**src/rtl/intr_arbiter.sv**
```systemverilog
// Interrupt arbiter: sticky pending register, mask, lowest-index priority, offer/ack handshake and
// blocking-timeout cause. Define INTR_STATS_EN to enable the accepted-ack counter on o_ack_count.
module intr_arbiter #(
   parameter int              NSRC          = 32,
   parameter int              TMO_BIT       = 26,
   parameter int              BLOCK_TIMEOUT = 1024,
   parameter logic [NSRC-1:0] NMI_MASK      = 32'h0000_0001
) (
   input  logic                    clk,
   input  logic                    reset,
   input  logic [NSRC-1:0]         i_req,
   input  logic                    i_mask_we,
   input  logic [NSRC-1:0]         i_mask,
   input  logic                    i_clr,
   input  logic                    i_block,
   input  logic                    i_ack,
   output logic                    o_irq,
   output logic [$clog2(NSRC)-1:0] o_vec,
   output logic [NSRC-1:0]         o_pending,
   output logic [NSRC-1:0]         o_mask,
   output logic [15:0]             o_ack_count
);
   localparam int          VW       = $clog2(NSRC);
   localparam logic [15:0] TMO_LAST = 16'(BLOCK_TIMEOUT - 1);
   localparam logic [NSRC-1:0] ONE  = {{(NSRC-1){1'b0}}, 1'b1};

   typedef enum logic {S_IDLE, S_OFFER} state_t;

   state_t          state_q;
   logic            irq_q;
   logic [VW-1:0]   vec_q;
   logic [NSRC-1:0] pending_q, pending_d;
   logic [NSRC-1:0] mask_q;
   logic [15:0]     tmo_cnt_q;
   logic            fired_q;

   logic [NSRC-1:0] eligible, ackclr, tmo_set;
   logic            ack_take, tmo_fire, any_elig;
   logic [VW-1:0]   prio_idx;

   assign ack_take = i_ack & irq_q;
   assign ackclr   = ack_take ? (ONE << vec_q) : '0;
   assign tmo_fire = i_block & ~fired_q & (tmo_cnt_q == TMO_LAST);
   assign tmo_set  = tmo_fire ? (ONE << TMO_BIT) : '0;

   // Set beats both the ack clear and i_clr on the same edge.
   assign pending_d = (pending_q & ~ackclr & ~{NSRC{i_clr}}) | i_req | tmo_set;
   assign eligible  = pending_q & (mask_q | NMI_MASK);
   assign any_elig  = |eligible;

   always_comb begin
      prio_idx = '0;
      for (int i = NSRC - 1; i >= 0; i--) begin
         if (eligible[i]) prio_idx = VW'(i);
      end
   end

   always_ff @(posedge clk or negedge reset) begin
      if (!reset) begin
         state_q <= S_IDLE;
         irq_q   <= 1'b0;
         vec_q   <= '0;
      end else begin
         case (state_q)
            S_IDLE: begin
               if (any_elig) begin
                  state_q <= S_OFFER;
                  irq_q   <= 1'b1;
                  vec_q   <= prio_idx;
               end
            end
            S_OFFER: begin
               // Vector is frozen; leave on ack or when the offered cause is no longer eligible.
               if (i_ack || !eligible[vec_q]) begin
                  state_q <= S_IDLE;
                  irq_q   <= 1'b0;
               end
            end
            default: begin
               state_q <= S_IDLE;
               irq_q   <= 1'b0;
            end
         endcase
      end
   end

   always_ff @(posedge clk or negedge reset) begin
      if (!reset) begin
         pending_q <= '0;
         mask_q    <= '0;
      end else begin
         pending_q <= pending_d;
         if (i_mask_we) mask_q <= i_mask;
      end
   end

   always_ff @(posedge clk or negedge reset) begin
      if (!reset) begin
         tmo_cnt_q <= '0;
         fired_q   <= 1'b0;
      end else begin
         if (!i_block || i_clr)
            tmo_cnt_q <= '0;
         else if (!fired_q && tmo_cnt_q != 16'hFFFF)
            tmo_cnt_q <= tmo_cnt_q + 16'd1;
         if (!i_block)
            fired_q <= 1'b0;
         else if (tmo_fire)
            fired_q <= 1'b1;
      end
   end

`ifdef INTR_STATS_EN
   logic [15:0] ack_cnt_q;

   always_ff @(posedge clk or negedge reset) begin
      if (!reset)
         ack_cnt_q <= '0;
      else if (ack_take)
         ack_cnt_q <= ack_cnt_q + 16'd1;
   end

   assign o_ack_count = ack_cnt_q;
`else
   assign o_ack_count = '0;
`endif

   assign o_irq     = irq_q;
   assign o_vec     = vec_q;
   assign o_pending = pending_q;
   assign o_mask    = mask_q;
endmodule

```
**config.mk**
```make
export PLATFORM = sky130hd
export DESIGN_NAME = intr_arbiter
export DESIGN_NICKNAME = d
export VERILOG_FILES = /design/src/rtl/intr_arbiter.sv
export SDC_FILE = /design/constraint.sdc
export NUM_CORES = 1
export LEC_CHECK = 0
export BUFFER_PORTS_ARGS = -buffer_cell sky130_fd_sc_hd__buf_4
export CORE_ASPECT_RATIO = 1.5
export CORE_MARGIN = 4
export CORE_UTILIZATION = 29
export CTS_BUF_LIST = sky130_fd_sc_hd__clkbuf_16
export DETAILED_ROUTE_END_ITERATION = 12
export HOLD_SLACK_MARGIN = 0.08
export PLACE_DENSITY_LB_ADDON = 0.25
export SETUP_SLACK_MARGIN = 0.3
export SYNTH_ARGS = -nofsm -noshare
export SYNTH_HDL_FRONTEND = slang
export SYNTH_SLANG_ARGS = --single-unit
```
**constraint.sdc**
```tcl
create_clock -name clk -period 4.08 [get_ports clk]
set_input_delay 0.408 -clock clk [delete_from_list [all_inputs] [get_ports clk]]
set_output_delay 0.408 -clock clk [all_outputs]
set_load 0.005 [all_outputs]
```
**After elaboration in Yosys (flattened, before gate mapping)**

Cells that the tools add are included.
Widths: inputs -> output; s select.

- Bits of input ports: 70
- Bits in registers: 88
- Output and inout bits: 86

- Mux-type cells: 46
- Shift-type cells: 1
- Bitwise operators: 12
- Eq/ne operators: 5
- Add/sub/neg operators: 1
- Reduce and logical (&&, ||, !) cells: 10
- Order comparisons: 1

Operator list:

| cell | number |
|---|---|
| $mux 5 | 32 |
| $and 32x32->32 | 3 |
| $not 32->32 | 2 |
| $mux 16 | 2 |
| $mux 32 | 1 |
| $or 32x27->32 | 1 |
| $or 32x32->32 | 1 |
| $reduce_or 32->1 | 1 |
| $shl 1x5->32 const A | 1 |
| $mux 27 | 1 |
| $add 16x1->16 const B | 1 |
| $eq 16x10->1 const B | 1 |
| $ne 16x16->1 const B | 1 |
| $mux 1 | 7 |
| $lt 5x6->1 const B | 1 |
| $bmux 1 s5 | 1 |
| $ne 2x1->1 const B | 2 |
| $pmux 1 s2 | 2 |
| $reduce_and 2->1 | 2 |
| $and 1x1->1 | 3 |
| $logic_not 1->1 | 3 |
| $logic_or 1x1->1 | 2 |
| $ne 2x2->1 const B | 1 |
| $not 1->1 | 2 |
| other kinds (2) | 2 |

**Logic depth before layout (Yosys ltp)**

Gate-level depths: netlist (run 1).

- Word-level depth: 33
- Depth in mapped cells: 7
- Mapped depth without buffers: 6

**Least setup slack after synthesis (run 1)**

No wires, ideal clock.

- Path kind: register -> register
- From: register pending_q[14], in the netlist o_pending[14]
- To: register vec_q[1], in the netlist o_vec[1]
- Clock period less this slack: 1.861 ns
- Setup time: 0.122 ns
- Arrival time: 1.739 ns
- Stages on the path, launching flop included: 6
- Setup slack: 2.219 ns
- Required time: 3.958 ns
- Cell sequence: dfrtp_1 a22oi_1 nand4_2 o41ai_4 nor3_1 a32o_1

- Longest elaborated chain between the ends: 16
- Elaborated cells on any way between the ends: 18

Ends and longest elaborated chain:

| element | RTL line | source |
|---|---|---|
| start: declaration | 32 | `logic [NSRC-1:0] pending_q, pending_d;` |
| start signal: assignment | 92 | `pending_q <= pending_d;` |
| $and 32x32->32 (*) | 48 | `assign eligible = pending_q & (mask_q \| NMI_MASK);` |
| $mux 5 (15 in a row) | 54 | `if (eligible[i]) prio_idx = VW'(i);` |
| end signal: assignment | 69 | `vec_q <= prio_idx;` |
| end: declaration | 31 | `logic [VW-1:0] vec_q;` |

Every way passes the cells marked *; elsewhere a longest branch is shown, timed or not.
A chain may end at the register's enable or synchronous reset.

**Worst setup path after layout (run 1)**

- From: register vec_q[1], in the netlist o_vec[1]
- To: register state_q

- Longest elaborated chain between the ends: 6

Ends and longest elaborated chain:

| element | RTL line | source |
|---|---|---|
| $bmux 1 s5 | 74 | `if (i_ack \|\| !eligible[vec_q]) begin` |
| $mux 1 (implied by the code) | 74 |  |
| $logic_not 1->1 | 74 |  |
| $logic_or 1x1->1 | 74 |  |
| $mux 1 | 74 |  |
| $pmux 1 s2 | 64 | `case (state_q)` |
| end signal: assignment | 67 | `state_q <= S_OFFER;` |
| end signal: assignment | 75 | `state_q <= S_IDLE;` |
| end signal: assignment | 80 | `state_q <= S_IDLE;` |
| end: declaration | 29 | `state_t state_q;` |

No other way between the ends. The select of a mux whose other input is x is not followed.

==> out/metrics.cfg, run 1 <==
[pwr]
p_switching_mw = 0.877
internal-power_mw = 1.84
total_power_mw = 2.72
power.combinational.fraction = 0.250
ir_drop_mv = 0.178
power_density_nw_per_um2 = 440
pwr-share-clk = 0.321
p_leak_nw = 2.61
switching_share = 0.323
pwr-share-seq = 0.428

[final_layout]
instances_no_fill = 803
seq_area_um2 = 2200
multi_input_area_um2 = 2330
nNetsFinal = 666
drive_gt1_frac = 0.378
fillers = 1558
fin_util = 0.390
syn_to_final_growth_pct = 31.0
final_cell_area_um2 = 6180
diodes = 0

[die]
rows = 56
core_area_um2 = 15800
io-pin-count = 156
die_y_um = 164
start_util = 0.298
die_area_um2 = 18400
dieWidth_um = 112

[placement]
dpl_cell_area_um2 = 5860
io_buffers = 139
dp_slack_ns = 1.81
dpl.hpwl_mm = 12.2
dp_cells = 787
gp_congestion = 0.856

[yosys]
syn_avg_cell_area_um2 = 10.1
synth-seq-cells = 88
synth_top_cell_by_area = dfrtp_1
synth_common_cells = 88 x dfrtp_1, 80 x nand2_1, 32 x a31o_2, 32 x mux2_2, 26 x nor2_1
synth_enable_flop_cells = 0
synthCells = 465
synthTopCellsByArea = dfrtp_1 47%, mux2_2 7.6%, nand2_1 6.4%
postSynth.asyncResetShare = 1.00
syn_area_um2 = 4710
ys.flop_type = dfrtp_1
synth_top_area_frac = 0.467
yosysMostFrequentCell = dfrtp_1
ys_types = 58
yosysWarnings = 0
seq_area_frac_synth = 0.467

[cts]
clk_pin_slew_ns = 0.07
cts_tree = yes
cts_setup_buffers = 0
htreeDepth = 3
cts-root-buf = clkbuf_16
cts_hold_buffers = 0
postCtsResizedCells = 0
cts_max_path_buffers = 2
clkLatencyLatePin_ns = 0.34
cts_sinks = 88
cts_buffers = 9

[drt]
dr.pass1.iters = 4
wl_met2_mm = 8.39
wl_per_cell_um = 19.5
drt-initial-drc-count = 209
drc = 0
vias_per_cell = 5.29
maxUsedRoutingLayer = met4
dr_total_vias = 4246
final_antenna_net_count = 0
wl_met1_mm = 5.71
finalWirelength_mm = 15.7
dr_wl_met3_um = 995

[timing]
fin_skew_ns = 0.0102
fmax_ghz = 0.453
tightest_slew_ns = 0.914
setup_viol = 0
whs_ns = 0.144
finalHoldViolCount = 0
rsz0062_at_grt = false
slew_viol_final = 0
fin_setup_tns_ns = 0
relSlewSlack = 0.391
finalCriticalPeriod_ns = 2.21
final.setup.worst_slack_ns = 1.87
period_share = 0.541

[critical_path]
start_kind = flop
required_ns = 4.28
critical_path.max_fanout = 27
slowest_delay_ns = 0.94
crit_arrival_ns = 2.41
r2r_slack_ns = 1.87
reg2reg_depth = 5
cp_slowest_cell = dfrtp_1
critPathTopFamily = flip-flops
crit_chain = nand3b_1, a2111oi_0, a311o_1, nor4_1, a21oi_1
cp.depth = 5
crit_buf_inv = 0
critPathKind = flop to flop
endpoint_kind = flop

[job]
maxCapViolations = 0

[global_route]
antenna_found_initial = 0
overflow = 0
grt_max_degree = 60
grt_util_all_layers = 0.169
grt_pass1_vias = 4397
grt_pass1_wl_mm = 24.1

[worst_hold_path]
hp-class = input pin to asynchronous set/reset pin

[outcome]
status = finished, final reports clean

layout by cell type (no fill, tap or decap), drive strengths merged, types with 3 or more instances in the layout:
| master | Yosys | layout |
|---|---|---|
| a211oi | 4 | 4 |
| nand3 | 14 | 14 |
| inv | 7 | 9 |
| mux2 | 32 | 32 |
| clkbuf | 12 | 9 |
| or3 | 4 | 4 |
| a2111oi | 4 | 4 |
| xnor2 | 9 | 9 |
| o21ai | 8 | 8 |
| nor4 | 3 | 3 |
| nor2 | 26 | 26 |
| nor3 | 8 | 8 |
| a22o | 5 | 5 |
| a22oi | 15 | 15 |
| dfrtp | 88 | 88 |
| nand4 | 8 | 8 |
| nand2b | 5 | 5 |
| a31oi | 4 | 4 |
| nand3b | 5 | 5 |
| conb | 1 | 16 |
| a31o | 33 | 33 |
| a32o | 4 | 4 |
| buf | 24 | 140 |
| mux4 | 4 | 4 |
| nand2 | 80 | 80 |
| o211ai | 5 | 5 |
| a21oi | 18 | 18 |
flip-flops by register name, summed over array words and instances (netlist names):
signal and flops:
tmo_cnt_q 16, o_mask 32, o_pending 32, o_vec 5
state_q 1, fired_q 1, o_irq 1
kinds of logic after synthesis:
logic type,after synthesis,share of synthesized area
simple gates,167,0.167
compound gates,118,0.195
flops,88,0.467
buf+inv,43,0.0507
mux,38,0.0998
xor+xnor,9,0.0167
fa+ha+maj,1,0.00265
other cells,1,0.000795
power groups by stage:
stage | Sequential (mW) | Combinational, mW | Clock [mW]
after global routing | 1.19 | 0.741 | 0.932
after global placement | 1.18 | 0.681 | 0
after detailed placement | 1.18 | 0.685 | 0
after CTS | 1.16 | 0.688 | 0.895
final | 1.16 | 0.681 | 0.874
after floorplan | 1.06 | 0.445 | 0
per-layer routing:
metal  vias up  global-route usage
met3        29              0.0417
met4         0              0.0826
met2       160               0.309
met5         -                   0
met1      2098               0.181
li1       1959                   -
layout make-up:
cell class,count,area share
clock buffer,9,0.0365
clock inverter,7,0.0144
inverter,7,0.00425
multi-input combinational,349,0.377
sequential,88,0.356
tap,203,0.0411
timing repair buffer,140,0.170
worst paths after layout:
path,start,endpoint
min in group clk,i_req[3],o_pending[3]
min reg2reg,o_mask[0],o_mask[0]
max,o_vec[1],state_q
max in group asynchronous,reset,tmo_cnt_q[2]
max reg2reg,o_vec[1],state_q
min,reset,o_pending[14]
worst reg2reg max path, delay by kind of cell (launching register included):
family           cells  cell delay (ns)
AND/OR/NAND/NOR      2             0.58
AO/OA/AOI/OAI        3             0.54
flip-flops           1             0.94
Power figures use the tool's default switching activity.
==> inputs of run 2 (changes only) <==
- clock period: 4.08 -> 1.8 ns (I/O delays scaled with it)
==> run 2 against run 1 <==
The run now ends with negative setup slack left. Global-route usage is 3.0 points higher. Setup slack worse by 1.9 ns. Die area is the same. Largest power group is now combinational cells. Critical path depth stayed put. Clock skew about the same. Final area is 34% higher. Non-clock buffer count up 193. Largest cell class unchanged. First-iteration DRC count is 11% higher. Sequential share of layout area down 9.0 points.
==> out/metrics.cfg, run 2 (synthesis results as in run 1) <==
[cts]
clkLatencyLatePin_ns = 0.34
clk_pin_slew_ns = 0.07
cts-root-buf = clkbuf_16
cts_sinks = 88
cts_tree = yes
htreeDepth = 3
cts_max_path_buffers = 2
cts_buffers = 9

[final_layout]
drive_gt1_frac = 0.529
nNetsFinal = 860
diodes = 0
layout_common_cells = 256 x buf_4, 87 x dfrtp_1, 70 x nand2_1
syn_to_final_growth_pct = 75.7
layout_commonest_cell = buf_4

[global_route]
antenna_found_initial = 0
grt_pass1_wl_mm = 28.8
grt_max_degree = 44
overflow = 0
grt_pass1_vias = 5322
grt_util_all_layers = 0.200

[die]
start_util = 0.298
rows = 56
core_area_um2 = 15800
die_y_um = 164
io-pin-count = 156
dieWidth_um = 112
die_area_um2 = 18400

[critical_path]
critPathKind = flop to flop
required_ns = 2.07
start_kind = flop
endpoint_kind = flop
r2r_end = state_q
crit_arrival_ns = 2.11
reg2reg_depth = 5
r2r_start = o_vec[2]
r2r_slack_ns = -0.03
critical_path.max_fanout = 9

[drt]
wl_per_cell_um = 19.0
dr.pass1.iters = 7
drt-initial-drc-count = 232
final_antenna_net_count = 0
drc = 0
finalWirelength_mm = 18.9
dr_total_vias = 5093
vias_per_cell = 5.11

[worst_hold_path]
hold_end = o_mask[5]
hold_depth = 2
worst_hold_startpoint = i_mask[5]
hp-class = input pin to flop

[timing]
setup_viol = 4
relSlewSlack = 0.647
final.setup.worst_slack_ns = -0.0350
finalCriticalPeriod_ns = 1.83
rsz0062_at_grt = true
fmax_ghz = 0.545
fin_skew_ns = 0.0100
slew_viol_final = 0
finalHoldViolCount = 0
tightest_slew_ns = 0.528
period_share = 1.02

[outcome]
status = finished with violations
violations = negative setup slack

[pwr]
total_power_mw = 6.90
power_density_nw_per_um2 = 833
p_leak_nw = 3.68
ir_drop_mv = 0.403

[job]
maxCapViolations = 0

[placement]
dpl.hpwl_mm = 14.0
dp_slack_ns = -0.0580
io_buffers = 139
gp_congestion = 0.945

run 2: changes by cell type in the layout (fill, tap and decap cells not counted), moves of 5 or more:
cell and delta:
nor2_1 -6, nand2_4 +6, nand2_1 -10, a31o_4 +8
a22oi_1 -12, a21oi_1 -5, buf_6 +16, a22oi_2 +12
nor2_4 +5, a31o_2 -6, buf_4 +116, dlygate4sd3_1 +59
run 2: how the worst max path moves through the flow:
stage / startpoint / to / slack, ns / depth (start not counted)
CTS: o_pending[26] / o_irq / -0.02 / 6
floorplan: o_mask[23] / o_vec[1] / 0.04 / 5
finish: o_vec[2] / state_q / -0.03 / 5
detailed placement: o_pending[4] / o_irq / -0.06 / 5
global placement: o_pending[7] / o_irq / -0.03 / 5
global route: o_pending[3] / o_irq / -0.07 / 6
run 2: report_power, final:
group / internal, mW / switching [mW]
logic: 1.42 / 1.28
registers: 2.18 / 0.237
clock network: 0.937 / 0.839
total: 4.54 / 2.36
run 2: metal layers:
metal	GRT usage	routed length (um)
met4	0.0875	692
met3	0.0369	1050
met5	0	0
met2	0.371	10200
met1	0.220	6940
run 2: layout make-up:
type | count | area [um^2]
Multi-Input combinational cell | 350 | 2800
Inverter | 7 | 26.3
Sequential cell | 88 | 2200
Fill cell | 1402 | 7550
Clock buffer | 9 | 225
Timing Repair Buffer | 333 | 2730
Clock inverter | 7 | 47.5
Tap cell | 203 | 254
run 2: timing repair:
item | CTS | global route
resized for setup | 44 | 39
hold endpoints to repair | 82 | 1
hold buffers | 58 | 1
pin swaps | 40 | 33
gates cloned | 1 | 0
setup endpoints to repair | 44 | 49
buffers inserted | 25 | 4
run 2: worst max-delay path, stage by stage, from the launching register on:
cell	delay [ns]
dfrtp_1	0.59
nand3b_1	0.20
a2111oi_1	0.57
a311o_1	0.21
nor4_2	0.06
a21oi_1	0.13
run 2: stage by stage:
| step | util | hold slack (ns) | instances | setup TNS, ns | area [um^2] |
|---|---|---|---|---|---|
| floorplan | - | -0.116 | 480 | 0 | 4940 |
| global placement | 0.431 | 0.120 | 892 | -0.0462 | 6830 |
| finish | 0.523 | 0.0856 | 997 | -0.0904 | 8280 |
| global route | 0.523 | 0.0809 | 997 | -0.336 | 8280 |
| detailed placement | 0.431 | 0.125 | 892 | -0.115 | 6830 |
| CTS | 0.510 | 0.0809 | 992 | -0.0200 | 8080 |
